`src/rtl/systolic_seq_ctrl_if.sv`:
```
// Control/handshake and enable bundle between the systolic array host and its phase sequencer.
// master = host side issuing start/abort; slave = sequencer driving enables and status.
interface systolic_seq_ctrl_if #(
    parameter int TILE_W = 8,
    parameter int ADDR_W = 16
);
    logic              start;
    logic [TILE_W-1:0] num_tiles;
    logic              reuse_weights;
    logic              abort;
    logic              busy;
    logic              done;
    logic [TILE_W-1:0] tile_idx;
    logic              weight_buffer_load_en;
    logic              write_weight_en;
    logic              weight_buffer_out_en;
    logic              input_buffer_load_en;
    logic              input_buffer_out_en;
    logic              output_buffer_load_en;
    logic              output_buffer_out_en;
    logic [ADDR_W-1:0] rd_addr;
    logic              rd_sel;

    modport master (
        output start, num_tiles, reuse_weights, abort,
        input  busy, done, tile_idx,
        input  weight_buffer_load_en, write_weight_en, weight_buffer_out_en,
        input  input_buffer_load_en, input_buffer_out_en,
        input  output_buffer_load_en, output_buffer_out_en,
        input  rd_addr, rd_sel
    );

    modport slave (
        input  start, num_tiles, reuse_weights, abort,
        output busy, done, tile_idx,
        output weight_buffer_load_en, write_weight_en, weight_buffer_out_en,
        output input_buffer_load_en, input_buffer_out_en,
        output output_buffer_load_en, output_buffer_out_en,
        output rd_addr, rd_sel
    );
endinterface

```
`src/rtl/systolic_seq_ctrl.sv`:
```
// Multi-tile phase sequencer for the systolic array: LOAD_W, STREAM, WAIT, COLLECT, READOUT per tile,
// with optional weight reuse across tiles. Outputs decode registered state/counter combinationally.
module systolic_seq_ctrl #(
    parameter int ARRAYHEIGHT = 4,
    parameter int ARRAYWIDTH  = 4,
    parameter int DSP_DELAY   = 1,
    parameter int TILE_W      = 8,
    parameter int ADDR_W      = 16
) (
    input  logic                clk,
    input  logic                rst,
    systolic_seq_ctrl_if.slave  bus
);
    localparam int LEN_H    = ARRAYHEIGHT;
    localparam int LEN_WAIT = DSP_DELAY * (ARRAYWIDTH - 1);
    localparam int LEN_COLL = 2 * DSP_DELAY * ARRAYHEIGHT;
    localparam int MAX_A    = (LEN_H > LEN_WAIT) ? LEN_H : LEN_WAIT;
    localparam int MAX_LEN  = (MAX_A > LEN_COLL) ? MAX_A : LEN_COLL;
    localparam int CNT_W    = (MAX_LEN > 1) ? $clog2(MAX_LEN) : 1;

    localparam logic [CNT_W-1:0] LAST_H    = CNT_W'(LEN_H - 1);
    localparam logic [CNT_W-1:0] LAST_WAIT = CNT_W'((LEN_WAIT == 0) ? 0 : LEN_WAIT - 1);
    localparam logic [CNT_W-1:0] LAST_COLL = CNT_W'(LEN_COLL - 1);

    typedef enum logic [2:0] {
        S_IDLE,
        S_LOAD_W,
        S_STREAM,
        S_WAIT,
        S_COLLECT,
        S_READOUT,
        S_DONE
    } state_t;

    state_t            state_q, state_d;
    logic [CNT_W-1:0]  cnt_q, cnt_d;
    logic [TILE_W-1:0] tile_q, tile_d;
    logic [TILE_W-1:0] ntiles_q, ntiles_d;
    logic              reuse_q, reuse_d;
    logic              more_tiles;

    always_ff @(posedge clk or negedge rst) begin
        if (!rst) begin
            state_q  <= S_IDLE;
            cnt_q    <= '0;
            tile_q   <= '0;
            ntiles_q <= '0;
            reuse_q  <= 1'b0;
        end else begin
            state_q  <= state_d;
            cnt_q    <= cnt_d;
            tile_q   <= tile_d;
            ntiles_q <= ntiles_d;
            reuse_q  <= reuse_d;
        end
    end

    // Extra bit so tile_idx+1 cannot wrap when num_tiles is at its maximum.
    assign more_tiles = ({1'b0, tile_q} + (TILE_W+1)'(1)) < {1'b0, ntiles_q};

    always_comb begin
        state_d  = state_q;
        tile_d   = tile_q;
        ntiles_d = ntiles_q;
        reuse_d  = reuse_q;

        unique case (state_q)
            S_IDLE: begin
                if (bus.start && !bus.abort) begin
                    ntiles_d = bus.num_tiles;
                    reuse_d  = bus.reuse_weights;
                    state_d  = (bus.num_tiles == '0) ? S_DONE : S_LOAD_W;
                end
            end
            S_LOAD_W: if (cnt_q == LAST_H) state_d = S_STREAM;
            S_STREAM: if (cnt_q == LAST_H) state_d = (LEN_WAIT == 0) ? S_COLLECT : S_WAIT;
            S_WAIT:   if (cnt_q == LAST_WAIT) state_d = S_COLLECT;
            S_COLLECT: if (cnt_q == LAST_COLL) state_d = S_READOUT;
            S_READOUT: begin
                if (cnt_q == LAST_H) begin
                    if (more_tiles) begin
                        tile_d  = tile_q + TILE_W'(1);
                        state_d = reuse_q ? S_STREAM : S_LOAD_W;
                    end else begin
                        state_d = S_DONE;
                    end
                end
            end
            S_DONE: begin
                state_d = S_IDLE;
                tile_d  = '0;
            end
            default: state_d = S_IDLE;
        endcase

        if (bus.abort && state_q != S_IDLE) begin
            state_d = S_IDLE;
            tile_d  = '0;
        end

        // READOUT->STREAM under reuse is also a state change, so the counter restarts there too.
        if (state_d != state_q || state_q == S_IDLE || state_q == S_DONE) cnt_d = '0;
        else                                                               cnt_d = cnt_q + CNT_W'(1);
    end

    always_comb begin
        bus.busy                  = (state_q != S_IDLE);
        bus.done                  = (state_q == S_DONE);
        bus.tile_idx              = tile_q;
        bus.weight_buffer_load_en = (state_q == S_LOAD_W);
        bus.write_weight_en       = (state_q == S_STREAM);
        bus.weight_buffer_out_en  = (state_q == S_STREAM);
        bus.input_buffer_load_en  = (state_q == S_STREAM);
        bus.input_buffer_out_en   = (state_q == S_WAIT) || (state_q == S_COLLECT);
        bus.output_buffer_load_en = (state_q == S_COLLECT);
        bus.output_buffer_out_en  = (state_q == S_READOUT);
        bus.rd_sel                = (state_q == S_STREAM);
        bus.rd_addr               = '0;
        if (state_q == S_LOAD_W || state_q == S_STREAM) begin
            bus.rd_addr = ADDR_W'(32'(tile_q) * 32'(2 * ARRAYHEIGHT)
                                  + ((state_q == S_STREAM) ? 32'(ARRAYHEIGHT) : 32'd0)
                                  + 32'(cnt_q));
        end
    end
endmodule
```
`src/flat_wrapper.sv`:
```
// flat-port wrapper written by rule: the top's interface ports become plain ports
module systolic_seq_ctrl_flat 
#(
    parameter int ARRAYHEIGHT = 4,
    parameter int ARRAYWIDTH  = 4,
    parameter int DSP_DELAY   = 1,
    parameter int TILE_W      = 8,
    parameter int ADDR_W      = 16
)
  (clk, rst, bus_start, bus_num_tiles, bus_reuse_weights, bus_abort, bus_busy, bus_done, bus_tile_idx, bus_weight_buffer_load_en, bus_write_weight_en, bus_weight_buffer_out_en, bus_input_buffer_load_en, bus_input_buffer_out_en, bus_output_buffer_load_en, bus_output_buffer_out_en, bus_rd_addr, bus_rd_sel);
  systolic_seq_ctrl_if #(.TILE_W(TILE_W), .ADDR_W(ADDR_W)) bus_i ();
  input  logic clk;
  input  logic rst;
  input wire logic [$bits(bus_i.start)-1:0] bus_start;
  input wire logic [$bits(bus_i.num_tiles)-1:0] bus_num_tiles;
  input wire logic [$bits(bus_i.reuse_weights)-1:0] bus_reuse_weights;
  input wire logic [$bits(bus_i.abort)-1:0] bus_abort;
  output wire logic [$bits(bus_i.busy)-1:0] bus_busy;
  output wire logic [$bits(bus_i.done)-1:0] bus_done;
  output wire logic [$bits(bus_i.tile_idx)-1:0] bus_tile_idx;
  output wire logic [$bits(bus_i.weight_buffer_load_en)-1:0] bus_weight_buffer_load_en;
  output wire logic [$bits(bus_i.write_weight_en)-1:0] bus_write_weight_en;
  output wire logic [$bits(bus_i.weight_buffer_out_en)-1:0] bus_weight_buffer_out_en;
  output wire logic [$bits(bus_i.input_buffer_load_en)-1:0] bus_input_buffer_load_en;
  output wire logic [$bits(bus_i.input_buffer_out_en)-1:0] bus_input_buffer_out_en;
  output wire logic [$bits(bus_i.output_buffer_load_en)-1:0] bus_output_buffer_load_en;
  output wire logic [$bits(bus_i.output_buffer_out_en)-1:0] bus_output_buffer_out_en;
  output wire logic [$bits(bus_i.rd_addr)-1:0] bus_rd_addr;
  output wire logic [$bits(bus_i.rd_sel)-1:0] bus_rd_sel;
  assign bus_i.start = bus_start;
  assign bus_i.num_tiles = bus_num_tiles;
  assign bus_i.reuse_weights = bus_reuse_weights;
  assign bus_i.abort = bus_abort;
  assign bus_busy = bus_i.busy;
  assign bus_done = bus_i.done;
  assign bus_tile_idx = bus_i.tile_idx;
  assign bus_weight_buffer_load_en = bus_i.weight_buffer_load_en;
  assign bus_write_weight_en = bus_i.write_weight_en;
  assign bus_weight_buffer_out_en = bus_i.weight_buffer_out_en;
  assign bus_input_buffer_load_en = bus_i.input_buffer_load_en;
  assign bus_input_buffer_out_en = bus_i.input_buffer_out_en;
  assign bus_output_buffer_load_en = bus_i.output_buffer_load_en;
  assign bus_output_buffer_out_en = bus_i.output_buffer_out_en;
  assign bus_rd_addr = bus_i.rd_addr;
  assign bus_rd_sel = bus_i.rd_sel;
  systolic_seq_ctrl #(.ARRAYHEIGHT(ARRAYHEIGHT), .ARRAYWIDTH(ARRAYWIDTH), .DSP_DELAY(DSP_DELAY), .TILE_W(TILE_W), .ADDR_W(ADDR_W)) u_core (.clk(clk), .rst(rst), .bus(bus_i));
endmodule
```
`config.mk`:
```
export PLATFORM = sky130hd
export DESIGN_NAME = systolic_seq_ctrl_flat
export DESIGN_NICKNAME = d
export VERILOG_FILES = /design/src/rtl/systolic_seq_ctrl_if.sv /design/src/rtl/systolic_seq_ctrl.sv /design/src/flat_wrapper.sv
export SDC_FILE = /design/constraint.sdc
export NUM_CORES = 1
export LEC_CHECK = 0
export ABC_AREA = 0
export CAP_MARGIN = 20
export CORE_MARGIN = 3
export CORE_UTILIZATION = 44
export DETAILED_ROUTE_END_ITERATION = 10
export MAX_ROUTING_LAYER = met4
export PLACE_DENSITY = 0.77
export SETUP_SLACK_MARGIN = 0.05
export SKIP_LAST_GASP = 1
export SYNTH_ARGS = -nofsm -noshare
export SYNTH_HDL_FRONTEND = slang
export SYNTH_SLANG_ARGS = --single-unit
export TNS_END_PERCENT = 50
```
`constraint.sdc`:
```
create_clock -name clk -period 3.3 [get_ports clk]
set_clock_uncertainty 0.15 [all_clocks]
set_input_delay 0.66 -clock clk [delete_from_list [all_inputs] [get_ports clk]]
set_output_delay 0.66 -clock clk [all_outputs]
set_load 0.1 [all_outputs]
```
# Yosys cells after proc, flatten, opt, wreduce, memory -nomap -nowiden
# Cells that the tools add are included.
op_classes:
  eq_ne: 12
  add_sub_neg: 5
  shifts: 0
  magnitude_cmp: 1
  div_mod_pow: 0
  n_mux: 18
  bitwise: 0
  reduce_logical: 13
  n_mul: 0
op_table:
  columns: ["operator", "n"]
  rows:
  - ["$mux W3", 11]
  - ["$mux W8", 3]
  - ["$pmux W3 S6", 1]
  - ["$add A11 B16 Y16", 1]
  - ["$add A16 B3 Y16", 1]
  - ["$mux W16", 1]
  - ["$pmux W8 S2", 1]
  - ["$eq A3 B2 Y1 const B", 4]
  - ["$eq A3 B3 Y1 const B", 4]
  - ["$add A8 B1 Y9 const B", 1]
  - ["$lt A9 B8 Y1", 1]
  - ["$add A8 B1 Y8 const B", 1]
  - ["$logic_not A8 Y1", 1]
  - ["$ne A3 B1 Y1 const B", 2]
  - ["$reduce_bool A3 Y1", 2]
  - ["$logic_or A1 B1 Y1", 4]
  - ["$add A3 B1 Y3 const B", 1]
  - ["$eq A3 B1 Y1 const B", 1]
  - ["$logic_not A3 Y1", 1]
  - ["$ne A3 B3 Y1", 1]
  - ["$reduce_and A3 Y1", 1]
  - ["$logic_and A1 B1 Y1", 2]
  - ["$mux W2", 1]
  - ["$reduce_and A2 Y1", 1]
  - ["$logic_not A1 Y1", 1]
word_totals:
  mem_bits_rw: 0
  register_bits: 23
  mem_bits_ro: 0
  latchBits: 0
  memories: 0
  elab_cells: 54
  in_bits: 13

# Longest topological paths before layout
# Gate-level depths: netlist of run 1.
logic_depth:
  word_depth: 10
  mapped_depth: 13
  depth_no_buf: 12

# Worst setup path before layout of run 1
# Ideal clock, no wire load.
synth_timing:
  path_kind: "reg2out"
  from: "register u_core.state_q[0]"
  to: "output bus_rd_addr[11]"
  t_arrival_ns: 5.618
  stages_incl_launch_ff: 6
  n_path_buf: 2
  setup_slack_ns: -3.128
  path_cell_list: "dfrtp_1 clkbuf_1 nor3_1 nor2_1 clkbuf_1 nor3_1"
synth_via:
  elab_chain_len: 5
synth_lines:
  columns: ["item", "line", "rtl"]
  rows:
  - ["start, declared", "systolic_seq_ctrl.sv:35", "state_t state_q, state_d;"]
  - ["start signal, assigned", "systolic_seq_ctrl.sv:50", "state_q <= state_d;"]
  - ["$eq A3 B2 Y1 *", null, null]
  - ["via bus_input_buffer_load_en", "flat_wrapper.sv:24", "output wire logic [$bits(bus_i.input_buffer_load_en)-1:0] bus_input_buffer_load_en;"]
  - ["$mux W3", "systolic_seq_ctrl.sv:121", "+ ((state_q == S_STREAM) ? 32'(ARRAYHEIGHT) : 32'd0)"]
  - ["$add A11 B16 Y16", "systolic_seq_ctrl.sv:121", null]
  - ["$add A16 B3 Y16", "systolic_seq_ctrl.sv:122", "+ 32'(cnt_q));"]
  - ["$mux W16 *", "systolic_seq_ctrl.sv:119", "if (state_q == S_LOAD_W || state_q == S_STREAM) begin"]
  - ["end, declared", "flat_wrapper.sv:28", "output wire logic [$bits(bus_i.rd_addr)-1:0] bus_rd_addr;"]
# The timed path passes the listed nets; every way through them passes the cells marked *.

# Worst setup path after layout of run 1
layout_timing:
  from: "register u_core.tile_q[1], in the netlist u_core.bus.tile_idx[1]"
  to: "register u_core.cnt_q[1]"
layout_via:
  elab_chain_len: 10
layout_lines:
  columns: ["item", "line", "rtl"]
  rows:
  - ["start, declared", "systolic_seq_ctrl.sv:37", "logic [TILE_W-1:0] tile_q, tile_d;"]
  - ["start signal, assigned", "systolic_seq_ctrl.sv:52", "tile_q <= tile_d;"]
  - ["$add A8 B1 Y9", "systolic_seq_ctrl.sv:59", "assign more_tiles = ({1'b0, tile_q} + (TILE_W+1)'(1)) < {1'b0, ntiles_q};"]
  - ["$lt A9 B8 Y1", "systolic_seq_ctrl.sv:59", null]
  - ["$mux W3", "systolic_seq_ctrl.sv:81", "if (more_tiles) begin"]
  - ["$mux W3", "systolic_seq_ctrl.sv:80", "if (cnt_q == LAST_H) begin"]
  - ["$pmux W3 S6", "systolic_seq_ctrl.sv:67", "unique case (state_q)"]
  - ["$mux W3", "systolic_seq_ctrl.sv:96", "if (bus.abort && state_q != S_IDLE) begin"]
  - ["$ne A3 B3 Y1", "systolic_seq_ctrl.sv:102", "if (state_d != state_q || state_q == S_IDLE || state_q == S_DONE) cnt_d = '0;"]
  - ["$logic_or A1 B1 Y1 (2 in a row)", "systolic_seq_ctrl.sv:102", null]
  - ["$mux W3", "systolic_seq_ctrl.sv:102", null]
  - ["via u_core.cnt_d[1]", "systolic_seq_ctrl.sv:36", "logic [CNT_W-1:0] cnt_q, cnt_d;"]
  - ["end signal, assigned", "systolic_seq_ctrl.sv:51", "cnt_q <= cnt_d;"]
  - ["end, declared", "systolic_seq_ctrl.sv:36", null]
# The timed path passes the listed nets, and every way through them passes these cells.
# A chain may end at the register's enable or synchronous reset.

==> results of run 1 <==
==> sequential cells by signal, summed over array words and instances, names as in the netlist <==
register / count
u_core.cnt_q: 3
u_core.bus.tile_idx: 8
u_core.state_q: 3
u_core.ntiles_q: 8
u_core.reuse_q: 1
==> cell usage after synthesis (all sizes together) (2+ instances only) <==
cell	number	area [um^2]
nor2b	4	25.02
nor4	3	18.77
dfrtp	23	575.6
a2111oi	3	32.53
xnor2	6	52.55
clkbuf	4	15.01
and2	4	25.02
a21oi	8	40.04
nand2	23	86.33
a2111o	2	22.52
buf	13	82.58
nand4	2	12.51
a22o	6	52.55
nand3	7	35.03
nor2	15	56.30
a211oi	3	32.53
and4	2	20.02
ha	14	175.2
o21ai	15	75.07
xor2	7	61.31
inv	15	56.30
nor3	6	30.03
and3	5	31.28
==> timing repair <==
item,in CTS,in global routing
endpoints found under the hold margin,0,0
pin swaps,1,13
setup buffers,2,3
resized for setup,5,14
endpoints found under the setup margin,5,8
==> worst min path at each step <==
stage                               from                            endpoint  slack, ns  depth (start not counted)
6_report       u_core.cnt_q[0]$_DFF_PN0_           u_core.cnt_q[0]$_DFF_PN0_       0.33                          1
5_1_grt        u_core.cnt_q[0]$_DFF_PN0_           u_core.cnt_q[0]$_DFF_PN0_       0.36                          1
4_1_cts        u_core.cnt_q[0]$_DFF_PN0_           u_core.cnt_q[0]$_DFF_PN0_       0.32                          1
3_5_place_dp   u_core.cnt_q[0]$_DFF_PN0_           u_core.cnt_q[0]$_DFF_PN0_       0.31                          1
3_3_place_gp   u_core.cnt_q[0]$_DFF_PN0_           u_core.cnt_q[0]$_DFF_PN0_       0.30                          1
2_1_floorplan                        rst  u_core.bus.tile_idx[4]$_DFFE_PN0P_       0.21                          0
==> routing by layer <==
layer	share of wire, %	vias to the layer above
li1	-	807
met4	0.81	0
met1	45	792
met3	5.5	4
met2	48	53
met5	0	-
==> final cells by class <==
cell class / count / share of cell area, %
Clock buffer: 4 / 1.709
Timing Repair Buffer: 58 / 23.49
Inverter: 15 / 2.136
Tap cell: 48 / 2.278
Sequential cell: 23 / 22.50
Multi-Input combinational cell: 154 / 47.89
==> cell families (layout without fill, tap and decap cells) <==
group | count (synthesis) | after routing | share of synthesized area (%)
AND/OR/NAND/NOR | 77 | 77 | 22.26
AO/OA/AOI/OAI | 45 | 45 | 18.23
buffers and inverters | 32 | 77 | 8.861
flip-flops | 23 | 23 | 33.14
adder cells (fa/ha/maj) | 14 | 14 | 10.09
XOR/XNOR | 13 | 13 | 6.556
other | 1 | 4 | 0.2159
multiplexers | 1 | 1 | 0.6484
==> worst max-delay path, stage by stage (launching register included) <==
cell and delay, ns:
dfrtp_4 0.45, ha_4 0.17, and4_4 0.23, nand2_2 0.07, xnor2_2 0.15, ha_1 0.30, a21o_1 0.16, a211o_1 0.28
a211oi_4 0.31, buf_4 0.19, a2111oi_2 0.06, and3_1 0.23, o22ai_4 0.24, a21oi_2 0.09
==> power groups by stage <==
stage / clock [mW] / combinational, mW / sequential, mW
CTS: 0.179 / 0.780 / 0.407
global placement: 0 / 0.753 / 0.411
finish: 0.180 / 0.813 / 0.414
global route: 0.188 / 0.878 / 0.423
detailed placement: 0 / 0.765 / 0.413
floorplan: 0 / 0.655 / 0.381
==> flow_metrics.py, run 1 <==
metrics = {
    "status": {
        "outcome": "complete, no violations",
    },
    "sta": {
        "fin_crit_ns": 3.174,
        "rsz0062_at_grt": "true",
        "whs_ns": 0.3256,
        "finalSetupViolCount": 0,
        "fmax_ghz": 0.3150,
        "slew_headroom_pct": 49.91,
        "finalWorstSetupSlack_ns": 0.1258,
        "worst_pin_slew_ns": 0.7325,
        "setup_tns_ns": 0,
        "hold_violations": 0,
        "slew_viol_final": 0,
        "period_share_pct": 96.19,
    },
    "die": {
        "start_util_pct": 46.39,
        "core-area_mm2": 0.003744,
        "die_h_um": 68.83,
        "fp-row-count": 22,
        "die-area_mm2": 0.004737,
        "die_x_um": 68.83,
        "ios": 47,
    },
    "clock_tree": {
        "tritoncts": "yes",
        "clk_pin_slew_worst_paths_ns": 0.09,
        "cts_hold_repair.buffers": 0,
        "numCtsBuffers": 3,
        "clk_latency_ns": 0.27,
        "htreeDepth": 1,
        "cts_sinks": 23,
        "clock-root-buffer": "clkbuf_8",
        "clk_path_buf_depth": 2,
    },
    "final_layout": {
        "syn_to_final_growth_pct": 51.80,
        "antennaDiodeCount": 0,
        "layout-drive-gt1-share_pct": 37.40,
        "nFillCells": 307,
        "mostFrequentLayoutCells": "buf_4 (33), nand2_1 (21), dfrtp_1 (17)",
        "final_cells": 302,
        "finalInstanceArea_mm2": 0.002636,
        "finalNetCount": 282,
        "ff_latch_area_um2": 593.1,
        "multi_input_area_mm2": 0.001262,
        "final_common_cell": "buf_4",
        "fin_util_pct": 70.42,
    },
    "power": {
        "power_frac_comb_pct": 57.8,
        "powerDensity_mw_per_mm2": 533.4,
        "p_switching_mw": 0.7360,
        "ir_worst_vdd_v": 0.0006148,
        "seqPwrFrac_pct": 29.4,
        "switching_share_pct": 52.34,
        "intPower_mw": 0.6703,
        "power_mw": 1.406,
        "pwr-share-clk_pct": 12.8,
        "leakage_nw": 1.112,
    },
    "synth": {
        "ys_seq_area_share_pct": 33.14,
        "ys.flop_type": "dfrtp_1",
        "asyncSetResetFlopFracSynth_pct": 100.0,
        "synth_edf_count": 0,
        "ys_warn_count": 0,
        "ys_ff_latch": 23,
        "ys_types": 44,
        "syn_avg_cell_area_um2": 8.430,
        "syn_inst": 206,
        "netlist_area_mm2": 0.001737,
    },
    "detailed_routing": {
        "postRouteAntennaNets": 0,
        "post-route-drc-count": 0,
        "drt-initial-drc-count": 67,
        "via_per_inst": 5.483,
        "dr.pass1.iters": 4,
        "vias": 1656,
        "wirelength_um": 4453,
        "wire_per_inst_um": 14.75,
    },
    "global_route": {
        "grt_use_total_pct": 20.19,
        "grt_max_degree": 18,
        "busiest_layer": "met2",
        "grt_pass1_vias": 1476,
        "grt_pass1_wl_um": 6982,
        "grtUsageMet1_pct": 27.59,
        "antenna_found_initial": 0,
        "grt_use_met2_pct": 32.42,
        "grt-ovfl-total": 0,
        "use_met3_pct": 2.107,
    },
    "flow_run": {
        "maxCapViolations": 0,
    },
    "worst_setup_path": {
        "critPathLaunch": "u_core.bus.tile_idx[1]$_DFFE_PN0P_",
        "worst-r2r-setup-slack_ns": 0.13,
        "critical_path_arrival_ns": 3.18,
        "reg2reg_to": "u_core.cnt_q[1]$_DFF_PN0_",
        "r2r_cells": 13,
        "crit_path_start_kind": "flop",
        "worstSetupEndpoint": "u_core.cnt_q[1]$_DFF_PN0_",
        "worst-path-max-fanout": 5,
        "crit_type": "reg2reg",
        "reg2reg_from": "u_core.bus.tile_idx[1]$_DFFE_PN0P_",
        "end_kind": "flop",
        "required_ns": 3.31,
    },
    "place": {
        "io_buffers": 42,
        "dpl.hpwl_um": 3297,
        "dp.cells": 293,
        "dpl_cell_area_mm2": 0.002470,
        "place.gp.congestion": 0.8759,
        "dp_slack_ns": -0.02953,
    },
    "min_path": {
        "hold_path_class": "reg2reg",
    },
}
Power figures use the tool's default switching activity.
==> run 2: changes to the inputs <==
--- a/config.mk
+++ b/config.mk
@@ -7,7 +7,6 @@
 export LEC_CHECK = 0
 export ABC_AREA = 0
 export CAP_MARGIN = 20
-export CORE_MARGIN = 3
 export CORE_UTILIZATION = 44
 export DETAILED_ROUTE_END_ITERATION = 10
 export MAX_ROUTING_LAYER = met4
==> run 2 against run 1 <==
Against the previous run: critical endpoint unchanged; fmax down 1.4%; non-clock buffer count increased by 1; sequential power hardly changed; first-iteration DRC count is 48% higher; largest power group unchanged; critical path type unchanged; via count fell by 3.4%; utilization shrank 0.051 points; clock power down 2%; power decreased by 3.2%; global-route usage increased by 0.96 points.
==> flow_metrics.py, run 2 (synthesis gave the netlist of run 1 again) <==
metrics = {
    "detailed_routing": {
        "wire_per_inst_um": 13.77,
        "dr.pass1.iters": 4,
        "drt-initial-drc-count": 99,
        "via_per_inst": 5.277,
        "wirelength_um": 4172,
        "postRouteAntennaNets": 0,
        "vias": 1599,
        "post-route-drc-count": 0,
    },
    "worst_setup_path": {
        "reg2reg_to": "u_core.cnt_q[1]$_DFF_PN0_",
        "end_kind": "flop",
        "path_buf_inv": 1,
        "cp_top_family": "compound AO/OA/AOI/OAI gates",
        "r2r_cells": 12,
        "crit_type": "reg2reg",
        "reg2reg_from": "u_core.bus.tile_idx[1]$_DFFE_PN0P_",
        "cpMaxStageDelayCell": "dfrtp_4",
        "worst-path-max-fanout": 6,
        "crit_path_start_kind": "flop",
        "critical_path_arrival_ns": 3.26,
        "worst-r2r-setup-slack_ns": 0.08,
        "cpPeakStageDelay_ns": 0.52,
        "required_ns": 3.34,
        "path_cells": "ha_4, buf_4, nand3_1, xnor2_1, ha_1, o21ai_0, a21oi_2, a211oi_4, a2111o_1, a2111oi_4, o22ai_2, a21oi_1",
    },
    "sta": {
        "finalWorstSetupSlack_ns": 0.08206,
        "hold_violations": 0,
        "finalSetupViolCount": 0,
        "period_share_pct": 97.51,
        "fin_crit_ns": 3.218,
        "slew_headroom_pct": 55.62,
        "rsz0062_at_grt": "false",
        "fmax_ghz": 0.3108,
        "worst_pin_slew_ns": 0.6490,
        "slew_viol_final": 0,
    },
    "clock_tree": {
        "htreeDepth": 1,
        "clk_path_buf_depth": 2,
        "cts_sinks": 23,
        "clk_latency_ns": 0.26,
        "clk_pin_slew_worst_paths_ns": 0.08,
        "clock-root-buffer": "clkbuf_8",
        "numCtsBuffers": 3,
        "tritoncts": "yes",
    },
    "place": {
        "dp.cells": 292,
        "dp_slack_ns": -0.001539,
        "place.gp.congestion": 0.9736,
        "io_buffers": 42,
        "dpl_cell_area_mm2": 0.002462,
        "dpl.hpwl_um": 3215,
    },
    "power": {
        "ir_worst_vdd_v": 0.0004879,
        "powerDensity_mw_per_mm2": 520.7,
        "power_mw": 1.362,
        "leakage_nw": 1.131,
    },
    "min_path": {
        "min_path_cells": 1,
        "min_to": "u_core.cnt_q[0]$_DFF_PN0_",
        "hold_path_class": "reg2reg",
        "hp-start": "u_core.cnt_q[0]$_DFF_PN0_",
    },
    "die": {
        "die_x_um": 64.83,
        "fp-row-count": 22,
        "core-area_mm2": 0.003716,
        "die-area_mm2": 0.004202,
        "ios": 47,
        "die_h_um": 64.83,
        "start_util_pct": 46.73,
    },
    "flow_run": {
        "maxCapViolations": 0,
    },
    "global_route": {
        "grt_use_total_pct": 21.15,
        "grt_pass1_vias": 1435,
        "grt_pass1_wl_um": 6824,
        "antenna_found_initial": 0,
        "grt-ovfl-total": 0,
        "grt_max_degree": 18,
    },
    "final_layout": {
        "syn_to_final_growth_pct": 50.58,
        "finalNetCount": 283,
        "final_common_cell": "buf_4",
        "mostFrequentLayoutCells": "buf_4 (34), nand2_1 (22), dfrtp_1 (17)",
        "layout-drive-gt1-share_pct": 35.29,
        "fin_util_pct": 70.37,
        "final_cells": 303,
        "finalInstanceArea_mm2": 0.002615,
        "antennaDiodeCount": 0,
    },
    "status": {
        "outcome": "complete, no violations",
    },
}
run 2: power by group:
part / internal [mW] / leakage, nW / switching, mW
clock network: 0.0862 / 0.0228 / 0.0893
logic: 0.223 / 0.816 / 0.552
registers: 0.349 / 0.292 / 0.0614
run 2: routing by layer:
metal,wire length [um],track usage (%),part of all wire (%)
met5,0,-,0
met4,38,6.389,0.91
met2,2056,32.29,49
met3,135,2.289,3.2
met1,1941,29.42,47
run 2: worst max-delay path by stage:
stage,from,to,slack [ns],depth (start not counted)
global placement,u_core.bus.tile_idx[1]$_DFFE_PN0P_,u_core.bus.tile_idx[4]$_DFFE_PN0P_,0.03,12
finish,u_core.bus.tile_idx[1]$_DFFE_PN0P_,u_core.cnt_q[1]$_DFF_PN0_,0.08,12
global route,u_core.bus.tile_idx[1]$_DFFE_PN0P_,u_core.cnt_q[2]$_DFF_PN0_,0.002,12
CTS,u_core.bus.tile_idx[1]$_DFFE_PN0P_,u_core.cnt_q[1]$_DFF_PN0_,0.02,12
floorplan,u_core.state_q[2]$_DFF_PN0_,bus_input_buffer_out_en,-0.27,4
detailed placement,u_core.bus.tile_idx[1]$_DFFE_PN0P_,u_core.bus.tile_idx[4]$_DFFE_PN0P_,-0.002,12
run 2: timing repair:
item	CTS	global route
pin swaps	1	9
gates cloned	0	0
hold buffers	0	0
setup endpoints to repair	5	6
buffers inserted	0	7
resized for setup	1	10
endpoints found under the hold margin	0	0
run 2: layout make-up:
class	count	area [um^2]
fill	315	1101
sequential	23	593.1
inverter	15	56.30
clock buffer	4	45.04
multi-input combinational	154	1234
tap	48	60.06
timing repair buffer	59	626.9
run 2: worst reg2reg max path, delay by kind of cell, from the launching register on:
kind                       cells  cell delay, ns
xor gates and xnor gates       1            0.09
buffers and inverters          1            0.14
AOI/OAI and AO/OA              7            1.64
and+or+nand+nor                1            0.13
DFF                            1            0.52
adders and majority gates      2            0.49
run 2: per-stage QoR:
stage | TNS (ns) | hold slack, ns
floorplan | -3.567 | 0.2144
global placement | 0 | 0.2998
detailed placement | -0.001539 | 0.3019
CTS | 0 | 0.3169
global route | 0 | 0.3517
finish | 0 | 0.3184
==> run 3: changes to the inputs <==
--- a/config.mk
+++ b/config.mk
@@ -6,9 +6,9 @@
 export NUM_CORES = 1
 export LEC_CHECK = 0
 export ABC_AREA = 0
-export CAP_MARGIN = 20
 export CORE_UTILIZATION = 44
 export DETAILED_ROUTE_END_ITERATION = 10
+export GPL_TIMING_DRIVEN = 1
 export MAX_ROUTING_LAYER = met4
 export PLACE_DENSITY = 0.77
 export SETUP_SLACK_MARGIN = 0.05
==> results of run 3 <==
Same layout as run 2: the final DEF is identical, and so are final timing and power.
